$ cat config.mk
export PLATFORM = sky130hd
export DESIGN_NAME = axi_burst_master_flat
export DESIGN_NICKNAME = d
export VERILOG_FILES = /design/src/rtl/axi_burst_master_if.sv /design/src/rtl/axi_burst_master.sv /design/src/flat_wrapper.sv
export SDC_FILE = /design/constraint.sdc
export NUM_CORES = 1
export LEC_CHECK = 0
export BUFFER_PORTS_ARGS = -buffer_cell sky130_fd_sc_hd__buf_2
export CAP_MARGIN = 0
export CORE_ASPECT_RATIO = 1.25
export CORE_MARGIN = 4
export CORE_UTILIZATION = 57
export CTS_CLUSTER_SIZE = 30
export DETAILED_ROUTE_END_ITERATION = 7
export PLACE_DENSITY_LB_ADDON = 0.1
export SLEW_MARGIN = 20
export SYNTH_ARGS = -nofsm -noshare
export SYNTH_HDL_FRONTEND = slang
export SYNTH_SLANG_ARGS = --single-unit
export TNS_END_PERCENT = 1
$ cat constraint.sdc
create_clock -name clk -period 3.7 [get_ports clk]
set_input_delay 0.37 -clock clk [delete_from_list [all_inputs] [get_ports clk]]
set_output_delay 0.37 -clock clk [all_outputs]
set_load 0.02 [all_outputs]
$ cat src/rtl/axi_burst_master_if.sv
// AXI-style read/write channel bundle between the burst master and the slave
// interconnect. Command payloads are packed {addr,len,id}.
interface axi_burst_master_if #(
    parameter int ADDR_W = 8,
    parameter int LEN_W  = 4,
    parameter int ID_W   = 4,
    parameter int DATA_W = 8
);
    localparam int CMD_W = ADDR_W + LEN_W + ID_W;

    // read address channel
    logic              ARVALID;
    logic              ARREADY;
    logic [CMD_W-1:0]  ARCMD;
    // read data channel
    logic              RVALID;
    logic              RREADY;
    logic [DATA_W-1:0] RDATA;
    logic [1:0]        RRESP;
    logic              RLAST;
    // write address channel
    logic              AWVALID;
    logic              AWREADY;
    logic [CMD_W-1:0]  AWCMD;
    // write data channel
    logic              WVALID;
    logic              WREADY;
    logic [DATA_W-1:0] WDATA;
    logic              WLAST;
    // write response channel
    logic              BVALID;
    logic              BREADY;
    logic [1:0]        BRESP;

    modport master (
        output ARVALID, ARCMD, RREADY,
        output AWVALID, AWCMD, WVALID, WDATA, WLAST, BREADY,
        input  ARREADY, RVALID, RDATA, RRESP, RLAST,
        input  AWREADY, WREADY, BVALID, BRESP
    );

    modport slave (
        input  ARVALID, ARCMD, RREADY,
        input  AWVALID, AWCMD, WVALID, WDATA, WLAST, BREADY,
        output ARREADY, RVALID, RDATA, RRESP, RLAST,
        output AWREADY, WREADY, BVALID, BRESP
    );
endinterface

$ cat src/rtl/axi_burst_master.sv
// Burst master with independent read and write engines. Each engine accepts a
// packed {addr,len,id} command, runs one handshaked burst of len+1 beats,
// buffers read data or streams snapshotted write data, and flags bad responses.
module axi_burst_master #(
    parameter int ADDR_W    = 8,
    parameter int LEN_W     = 4,
    parameter int ID_W      = 4,
    parameter int DATA_W    = 8,
    parameter int MAX_BURST = 16
) (
    input  logic                                clk,
    input  logic                                rst,
    input  logic                                rd_start,
    input  logic [ADDR_W+LEN_W+ID_W-1:0]        rd_cmd,
    output logic                                rd_busy,
    output logic                                rd_done,
    output logic                                rd_err,
    output logic [MAX_BURST*DATA_W-1:0]         rd_buf,
    input  logic                                wr_start,
    input  logic [ADDR_W+LEN_W+ID_W-1:0]        wr_cmd,
    input  logic [MAX_BURST*DATA_W-1:0]         wr_data,
    output logic                                wr_busy,
    output logic                                wr_done,
    output logic                                wr_err,
    axi_burst_master_if.master                  bus
);
    localparam int CMD_W = ADDR_W + LEN_W + ID_W;
    localparam int CNT_W = LEN_W + 1;

    typedef enum logic [1:0] {R_IDLE, R_AR, R_DATA, R_DONE} rd_state_t;
    typedef enum logic [2:0] {W_IDLE, W_AW, W_DATA, W_RESP, W_DONE} wr_state_t;

    // ---------------------------------------------------------------- read
    rd_state_t                   rd_state_reg, rd_state_next;
    logic [CMD_W-1:0]            ar_cmd_reg;
    logic [CNT_W-1:0]            rd_cnt_reg;
    logic                        rd_err_reg;
    logic [MAX_BURST*DATA_W-1:0] rd_buf_reg;
    logic [LEN_W-1:0]            rd_len;
    logic                        rd_accept;
    logic                        r_beat;
    logic                        rd_last_slot;

    assign rd_len       = ar_cmd_reg[ID_W +: LEN_W];
    assign rd_accept    = (rd_state_reg == R_IDLE) && rd_start;
    assign r_beat       = (rd_state_reg == R_DATA) && bus.RVALID;
    assign rd_last_slot = (rd_cnt_reg == {1'b0, rd_len});

    assign bus.ARCMD = ar_cmd_reg;
    assign rd_err    = rd_err_reg;
    assign rd_buf    = rd_buf_reg;

    // Read FSM state register
    always_ff @(posedge clk or negedge rst) begin
        if (!rst) rd_state_reg <= R_IDLE;
        else      rd_state_reg <= rd_state_next;
    end

    // Read FSM next-state and channel/status decode
    always_comb begin
        rd_state_next = rd_state_reg;
        bus.ARVALID   = 1'b0;
        bus.RREADY    = 1'b0;
        rd_busy       = 1'b0;
        rd_done       = 1'b0;
        case (rd_state_reg)
            R_IDLE: if (rd_start) rd_state_next = R_AR;
            R_AR: begin
                bus.ARVALID = 1'b1;
                rd_busy     = 1'b1;
                if (bus.ARREADY) rd_state_next = R_DATA;
            end
            R_DATA: begin
                bus.RREADY = 1'b1;
                rd_busy    = 1'b1;
                if (bus.RVALID && bus.RLAST) rd_state_next = R_DONE;
            end
            R_DONE: begin
                rd_done       = 1'b1;
                rd_state_next = R_IDLE;
            end
            default: rd_state_next = R_IDLE;
        endcase
    end

    // Read datapath: command latch, beat counter, sticky error, beat buffer
    always_ff @(posedge clk or negedge rst) begin
        if (!rst) begin
            ar_cmd_reg <= '0;
            rd_cnt_reg <= '0;
            rd_err_reg <= 1'b0;
            rd_buf_reg <= '0;
        end else if (rd_accept) begin
            ar_cmd_reg <= rd_cmd;
            rd_cnt_reg <= '0;
            rd_err_reg <= 1'b0;
            rd_buf_reg <= '0;
        end else if (r_beat) begin
            // beats beyond the buffer match no slot and are dropped
            for (int i = 0; i < MAX_BURST; i++) begin
                if (rd_cnt_reg == CNT_W'(i)) rd_buf_reg[i*DATA_W +: DATA_W] <= bus.RDATA;
            end
            // saturate rather than wrap so a runaway slave cannot alias slot 0
            if (rd_cnt_reg != {CNT_W{1'b1}}) rd_cnt_reg <= rd_cnt_reg + CNT_W'(1);
            if ((bus.RRESP != 2'b00) || (bus.RLAST != rd_last_slot)) rd_err_reg <= 1'b1;
        end
    end

    // --------------------------------------------------------------- write
    wr_state_t                   wr_state_reg, wr_state_next;
    logic [CMD_W-1:0]            aw_cmd_reg;
    logic [MAX_BURST*DATA_W-1:0] wr_data_reg;
    logic [CNT_W-1:0]            wr_cnt_reg;
    logic                        wr_err_reg;
    logic [LEN_W-1:0]            wr_len;
    logic                        wr_accept;
    logic                        w_beat;
    logic                        b_hs;
    logic                        wr_last_slot;
    logic [DATA_W-1:0]           wr_beat_data;

    assign wr_len       = aw_cmd_reg[ID_W +: LEN_W];
    assign wr_accept    = (wr_state_reg == W_IDLE) && wr_start;
    assign w_beat       = (wr_state_reg == W_DATA) && bus.WREADY;
    assign b_hs         = (wr_state_reg == W_RESP) && bus.BVALID;
    assign wr_last_slot = (wr_cnt_reg == {1'b0, wr_len});

    assign bus.AWCMD = aw_cmd_reg;
    assign wr_err    = wr_err_reg;

    // Select the current write beat from the snapshotted payload
    always_comb begin
        wr_beat_data = '0;
        for (int i = 0; i < MAX_BURST; i++) begin
            if (wr_cnt_reg == CNT_W'(i)) wr_beat_data = wr_data_reg[i*DATA_W +: DATA_W];
        end
    end

    // Write FSM state register
    always_ff @(posedge clk or negedge rst) begin
        if (!rst) wr_state_reg <= W_IDLE;
        else      wr_state_reg <= wr_state_next;
    end

    // Write FSM next-state and channel/status decode
    always_comb begin
        wr_state_next = wr_state_reg;
        bus.AWVALID   = 1'b0;
        bus.WVALID    = 1'b0;
        bus.WDATA     = '0;
        bus.WLAST     = 1'b0;
        bus.BREADY    = 1'b0;
        wr_busy       = 1'b0;
        wr_done       = 1'b0;
        case (wr_state_reg)
            W_IDLE: if (wr_start) wr_state_next = W_AW;
            W_AW: begin
                bus.AWVALID = 1'b1;
                wr_busy     = 1'b1;
                if (bus.AWREADY) wr_state_next = W_DATA;
            end
            W_DATA: begin
                bus.WVALID = 1'b1;
                bus.WDATA  = wr_beat_data;
                bus.WLAST  = wr_last_slot;
                wr_busy    = 1'b1;
                if (bus.WREADY && wr_last_slot) wr_state_next = W_RESP;
            end
            W_RESP: begin
                bus.BREADY = 1'b1;
                wr_busy    = 1'b1;
                if (bus.BVALID) wr_state_next = W_DONE;
            end
            W_DONE: begin
                wr_done       = 1'b1;
                wr_state_next = W_IDLE;
            end
            default: wr_state_next = W_IDLE;
        endcase
    end

    // Write datapath: command/payload snapshot, beat counter, response error
    always_ff @(posedge clk or negedge rst) begin
        if (!rst) begin
            aw_cmd_reg  <= '0;
            wr_data_reg <= '0;
            wr_cnt_reg  <= '0;
            wr_err_reg  <= 1'b0;
        end else if (wr_accept) begin
            aw_cmd_reg  <= wr_cmd;
            wr_data_reg <= wr_data;
            wr_cnt_reg  <= '0;
            wr_err_reg  <= 1'b0;
        end else begin
            if (w_beat && !wr_last_slot) wr_cnt_reg <= wr_cnt_reg + CNT_W'(1);
            if (b_hs) wr_err_reg <= (bus.BRESP != 2'b00);
        end
    end
endmodule
$ cat src/flat_wrapper.sv
// flat-port wrapper written by rule: the top's interface ports become plain ports
module axi_burst_master_flat 
#(
    parameter int ADDR_W    = 8,
    parameter int LEN_W     = 4,
    parameter int ID_W      = 4,
    parameter int DATA_W    = 8,
    parameter int MAX_BURST = 16
)
  (clk, rst, rd_start, rd_cmd, rd_busy, rd_done, rd_err, rd_buf, wr_start, wr_cmd, wr_data, wr_busy, wr_done, wr_err, bus_ARVALID, bus_ARCMD, bus_RREADY, bus_AWVALID, bus_AWCMD, bus_WVALID, bus_WDATA, bus_WLAST, bus_BREADY, bus_ARREADY, bus_RVALID, bus_RDATA, bus_RRESP, bus_RLAST, bus_AWREADY, bus_WREADY, bus_BVALID, bus_BRESP);
  axi_burst_master_if #(.ADDR_W(ADDR_W), .LEN_W(LEN_W), .ID_W(ID_W), .DATA_W(DATA_W)) bus_i ();
  input  logic clk;
  input  logic rst;
  input  logic rd_start;
  input  logic [ADDR_W+LEN_W+ID_W-1:0] rd_cmd;
  output logic rd_busy;
  output logic rd_done;
  output logic rd_err;
  output logic [MAX_BURST*DATA_W-1:0] rd_buf;
  input  logic wr_start;
  input  logic [ADDR_W+LEN_W+ID_W-1:0] wr_cmd;
  input  logic [MAX_BURST*DATA_W-1:0] wr_data;
  output logic wr_busy;
  output logic wr_done;
  output logic wr_err;
  output wire logic [$bits(bus_i.ARVALID)-1:0] bus_ARVALID;
  output wire logic [$bits(bus_i.ARCMD)-1:0] bus_ARCMD;
  output wire logic [$bits(bus_i.RREADY)-1:0] bus_RREADY;
  output wire logic [$bits(bus_i.AWVALID)-1:0] bus_AWVALID;
  output wire logic [$bits(bus_i.AWCMD)-1:0] bus_AWCMD;
  output wire logic [$bits(bus_i.WVALID)-1:0] bus_WVALID;
  output wire logic [$bits(bus_i.WDATA)-1:0] bus_WDATA;
  output wire logic [$bits(bus_i.WLAST)-1:0] bus_WLAST;
  output wire logic [$bits(bus_i.BREADY)-1:0] bus_BREADY;
  input wire logic [$bits(bus_i.ARREADY)-1:0] bus_ARREADY;
  input wire logic [$bits(bus_i.RVALID)-1:0] bus_RVALID;
  input wire logic [$bits(bus_i.RDATA)-1:0] bus_RDATA;
  input wire logic [$bits(bus_i.RRESP)-1:0] bus_RRESP;
  input wire logic [$bits(bus_i.RLAST)-1:0] bus_RLAST;
  input wire logic [$bits(bus_i.AWREADY)-1:0] bus_AWREADY;
  input wire logic [$bits(bus_i.WREADY)-1:0] bus_WREADY;
  input wire logic [$bits(bus_i.BVALID)-1:0] bus_BVALID;
  input wire logic [$bits(bus_i.BRESP)-1:0] bus_BRESP;
  assign bus_ARVALID = bus_i.ARVALID;
  assign bus_ARCMD = bus_i.ARCMD;
  assign bus_RREADY = bus_i.RREADY;
  assign bus_AWVALID = bus_i.AWVALID;
  assign bus_AWCMD = bus_i.AWCMD;
  assign bus_WVALID = bus_i.WVALID;
  assign bus_WDATA = bus_i.WDATA;
  assign bus_WLAST = bus_i.WLAST;
  assign bus_BREADY = bus_i.BREADY;
  assign bus_i.ARREADY = bus_ARREADY;
  assign bus_i.RVALID = bus_RVALID;
  assign bus_i.RDATA = bus_RDATA;
  assign bus_i.RRESP = bus_RRESP;
  assign bus_i.RLAST = bus_RLAST;
  assign bus_i.AWREADY = bus_AWREADY;
  assign bus_i.WREADY = bus_WREADY;
  assign bus_i.BVALID = bus_BVALID;
  assign bus_i.BRESP = bus_BRESP;
  axi_burst_master #(.ADDR_W(ADDR_W), .LEN_W(LEN_W), .ID_W(ID_W), .DATA_W(DATA_W), .MAX_BURST(MAX_BURST)) u_core (.clk(clk), .rst(rst), .rd_start(rd_start), .rd_cmd(rd_cmd), .rd_busy(rd_busy), .rd_done(rd_done), .rd_err(rd_err), .rd_buf(rd_buf), .wr_start(wr_start), .wr_cmd(wr_cmd), .wr_data(wr_data), .wr_busy(wr_busy), .wr_done(wr_done), .wr_err(wr_err), .bus(bus_i));
endmodule
==> Flow_metrics.wiki <==
{| class="wikitable"
! Metric !! Value
|-
| Status || finished, final reports clean
|-
| HP Class || in2reg
|-
| Fraction of the yosys area taken by sequential cells || 0.545
|-
| Area taken by multi-input logic gates || 5920 sq um
|-
| Initial core utilization || 0.584
|-
| WL final || approximately 39 mm
|-
| Critical path data required time || roughly 3.3 ns
|-
| Synth cell types || 69
|-
| Final total negative setup slack || 0 ns
|-
| Buffering stage count on the worst path with inverters included || 2
|-
| Number of antenna violations at the first check in global routing || 4
|-
| Iteration-0 DRC count of the detailed router || slightly above 600
|-
| Die Span X || 148 microns
|-
| Fraction of power spent switching nets || 0.342
|-
| Die outline area || between 20000 and 30000 sq um
|-
| Post-detailed-route count of antenna-violating nets || 0
|-
| Cells on worst reg2reg path || 7
|-
| Maximum clock frequency || ~290 MHz
|-
| Vias per std cell || 5.65
|-
| Net switching power figure || 0.00425 W
|-
| Register cell area after layout || ~7600 sq um
|-
| Max-cap violation count || 0
|-
| Synth Warn # || 0
|-
| Average wire per standard cell || roughly 21 microns
|-
| Cell family with most CP delay || simple AND/OR/NAND/NOR gates
|-
| Hold depth || 3
|-
| Area of the mapped netlist || about 14000 sq um
|-
| Clock-pin slew on the worst setup and hold paths || roughly 0.070 ns
|-
| Post-CTS Setup Repair Bufs || 0
|-
| Commonest non-fill, non-tap cell in the layout || buf_2
|-
| Dominant synthesized flop cell || dfrtp_1
|-
| TritonCTS clock tree || built
|-
| Net count of the finished layout || between 1500 and 2000
|-
| Total clock sinks || slightly above 300
|-
| Area inside the core boundary || around 24000 sq um
|-
| Setup Skew || around 0.012 ns
|-
| Layout overhead on the synthesized area || 22.7%
|-
| IR Drop Worst-Case VDD || roughly 0.6 mV
|-
| Placer congestion estimate || between 0.9 and 1
|-
| Cell Rows || 63
|-
| Cell count after synthesis || ~1200
|-
| Gr ovfl total || 0
|-
| Startpoint type of the worst setup path || flip-flop
|-
| Boundary Pins || about 360
|-
| Tightest slew margin relative to the limit || 0.363
|-
| CTS buffer count || 30
|-
| Final period utilization || 0.942
|-
| Share of synthesized registers carrying an async set or reset || 1.00
|-
| Number of levels the H-tree was split into || 1
|-
| Top library cells by usage in the layout, fill and taps aside || buf_2, dfrtp_1, nor2_1, mux2_2, mux2i_1
|-
| Biggest fanout along the worst timing path || 8
|-
| Min cycle time layout || around 3.5 ns
|-
| Post-layout worst setup margin || between 0.2 and 0.25 ns
|-
| Critical path cell sequence || inv_1, ha_1, or4b_1, o32ai_1, a2bb2oi_1, nor4_1, o31a_1, buf_2
|-
| Pwr/cell area || approximately 720 nW/um^2
|-
| Kind of critical path || reg2out
|-
| Number of buffers on the longest clock path || 3
|-
| Total vias in the final route || approximately 11000
|-
| Final Hold Fails || 0
|-
| Avg Cell Area, Syn || approximately 12 sq um
|-
| EDFF count, synth || 0
|-
| RSZ-0062 raised after global routing || yes
|-
| Fin. max-slew vios || 0
|-
| Fraction of layout instances using a drive strength above 1 || 0.392
|-
| Measured slew at the worst slew-check pin || roughly 0.95 ns
|-
| Slowest Stage Delay on Critical Path || between 0.6 and 0.7 ns
|-
| DRC viols || 0
|-
| Library cell contributing the largest single delay on the critical path || or4b_1
|-
| Port Buffers || approximately 360
|-
| FILL cells || 1836
|-
| Kind of end point of the critical path || output pin
|-
| Worst Setup Slack post-DPL || between 0.4 and 0.5 ns
|-
| Number of global-route vias before repair || between 10000 and 15000
|-
| Largest net degree at the start of global routing || between 100 and 150
|-
| Die outline height || 183 microns
|-
| Post-synth net total || approximately 1400
|-
| Final setup fails || 0
|-
| Number of iterations in the first detailed-routing pass || 5
|-
| Power share of the combinational group || 0.327
|-
| Proportion of power drawn by flip-flops and latches || 0.417
|-
| Global-route wire length before repair || just over 60 mm
|-
| Number of register bits inferred by synthesis || 305
|-
| Clock insertion delay at the later pin of the skew report || ~0.55 ns
|-
| Internal power || just over 0.008 W
|-
| Reported leakage power || ~8.5 nW
|-
| All-layer global routing usage || 0.281
|-
| Buffer cell driving the clock tree root || clkbuf_16
|-
| WP data arrival || around 3.1 ns
|-
| Critical Path Stages || 8
|-
| DP Wirelength || between 20 and 30 mm
|-
| Clock power share || 0.256
|}
power groups by stage:
stage / Sequential [W] / Clock, W / Combinational [W]
2_1_floorplan: 0.00526 / 0 / 0.00256
3_3_place_gp: 0.00521 / 0 / 0.00395
3_5_place_dp: 0.00522 / 0 / 0.00405
4_1_cts: 0.00517 / 0.00323 / 0.00408
5_1_grt: 0.00529 / 0.00339 / 0.00443
6_report: 0.00517 / 0.00318 / 0.00406
cells by family after synthesis:
kind of cell	synth area share
simple gates	0.109
flops	0.545
mux	0.212
compound gates	0.0760
buf+inv	0.0345
fa+ha+maj	0.0143
xor+xnor	0.00938
synthesized netlist by cell type (5+ instances only):
| cell | n | area, sq um |
|---|---|---|
| clkbuf_1 | 37 | 139 |
| nand3_1 | 18 | 90.1 |
| and2_1 | 6 | 37.5 |
| a22oi_1 | 5 | 37.5 |
| dfrtp_1 | 305 | 7630 |
| or3_1 | 6 | 37.5 |
| a21oi_1 | 39 | 195 |
| o22ai_1 | 5 | 31.3 |
| inv_1 | 30 | 113 |
| buf_1 | 5 | 18.8 |
| nand2_1 | 33 | 124 |
| nand3b_1 | 5 | 37.5 |
| nand2b_1 | 10 | 62.6 |
| o32ai_1 | 6 | 52.6 |
| nand4_1 | 5 | 31.3 |
| mux2_2 | 149 | 1680 |
| nor2_2 | 9 | 56.3 |
| a221oi_1 | 7 | 61.3 |
| nor2_1 | 172 | 646 |
| ha_1 | 16 | 200 |
| mux2i_1 | 129 | 1290 |
| buf_2 | 41 | 205 |
| o21ai_0 | 34 | 170 |
| a211oi_1 | 14 | 105 |
| xnor2_1 | 8 | 70.1 |
| nor2b_1 | 8 | 50.1 |
| xor2_1 | 7 | 61.3 |
path summary, 6_finish.rpt:
path / startpoint / slack, ns / endpoint
setup / recovery: u_core.wr_cnt_reg[1] / 0.22 / bus_WDATA[2]
hold / removal: wr_data[94] / 0.02 / u_core.wr_data_reg[94]
setup reg to reg: u_core.rd_state_reg[0] / 1.10 / u_core.rd_buf[106]
hold reg to reg: u_core.wr_data_reg[55] / 0.50 / u_core.wr_data_reg[55]
max in group asynchronous: rst / 2.42 / u_core.wr_data_reg[62]
min in group asynchronous: rst / 0.42 / u_core.rd_buf[48]
worst reg2reg max path: stages, from the launching register on:
cell and delay [ns]:
dfrtp_1 0.41, inv_1 0.12, ha_1 0.31, a22o_1 0.28, nand3_1 0.16, nor3b_2 0.81
mux2i_1 0.31, nor2_1 0.07
timing repair:
item | CTS | global route
cloned | 0 | 0
setup endpoints to repair | 1 | 6
resized for setup | 1 | 5
hold buffers | 2 | 0
hold endpoints to repair | 80 | 0
area by class of cell:
type                    count  area share
diodes                      4    0.000582
clock buffers              45      0.0540
clock inverters            10     0.00743
inverters                  30     0.00655
multi-input cells         778       0.344
flip-flops and latches    305       0.444
well taps                 325      0.0237
repair buffers            381       0.119
through the flow:
step                      power, W   util  area (sq um)  hold WS, ns  instances
after floorplan            0.00782      -         14000       0.0744       1197
after global placement     0.00916  0.671         16100        0.416       1817
after detailed placement   0.00927  0.671         16100        0.423       1817
after CTS                   0.0125  0.716         17200      0.00169       1874
after global routing        0.0131  0.717         17200       0.0215       1878
final                       0.0124  0.717         17200       0.0246       1878
per-layer routing:
metal,vias up,GRT usage,routed length (microns)
li1,4876,-,-
met1,5263,0.348,14900
met2,371,0.502,20300
met3,90,0.0442,2410
met4,2,0.0954,1300
met5,-,0,7
Note: power is estimated with default switching activity, not from simulation.
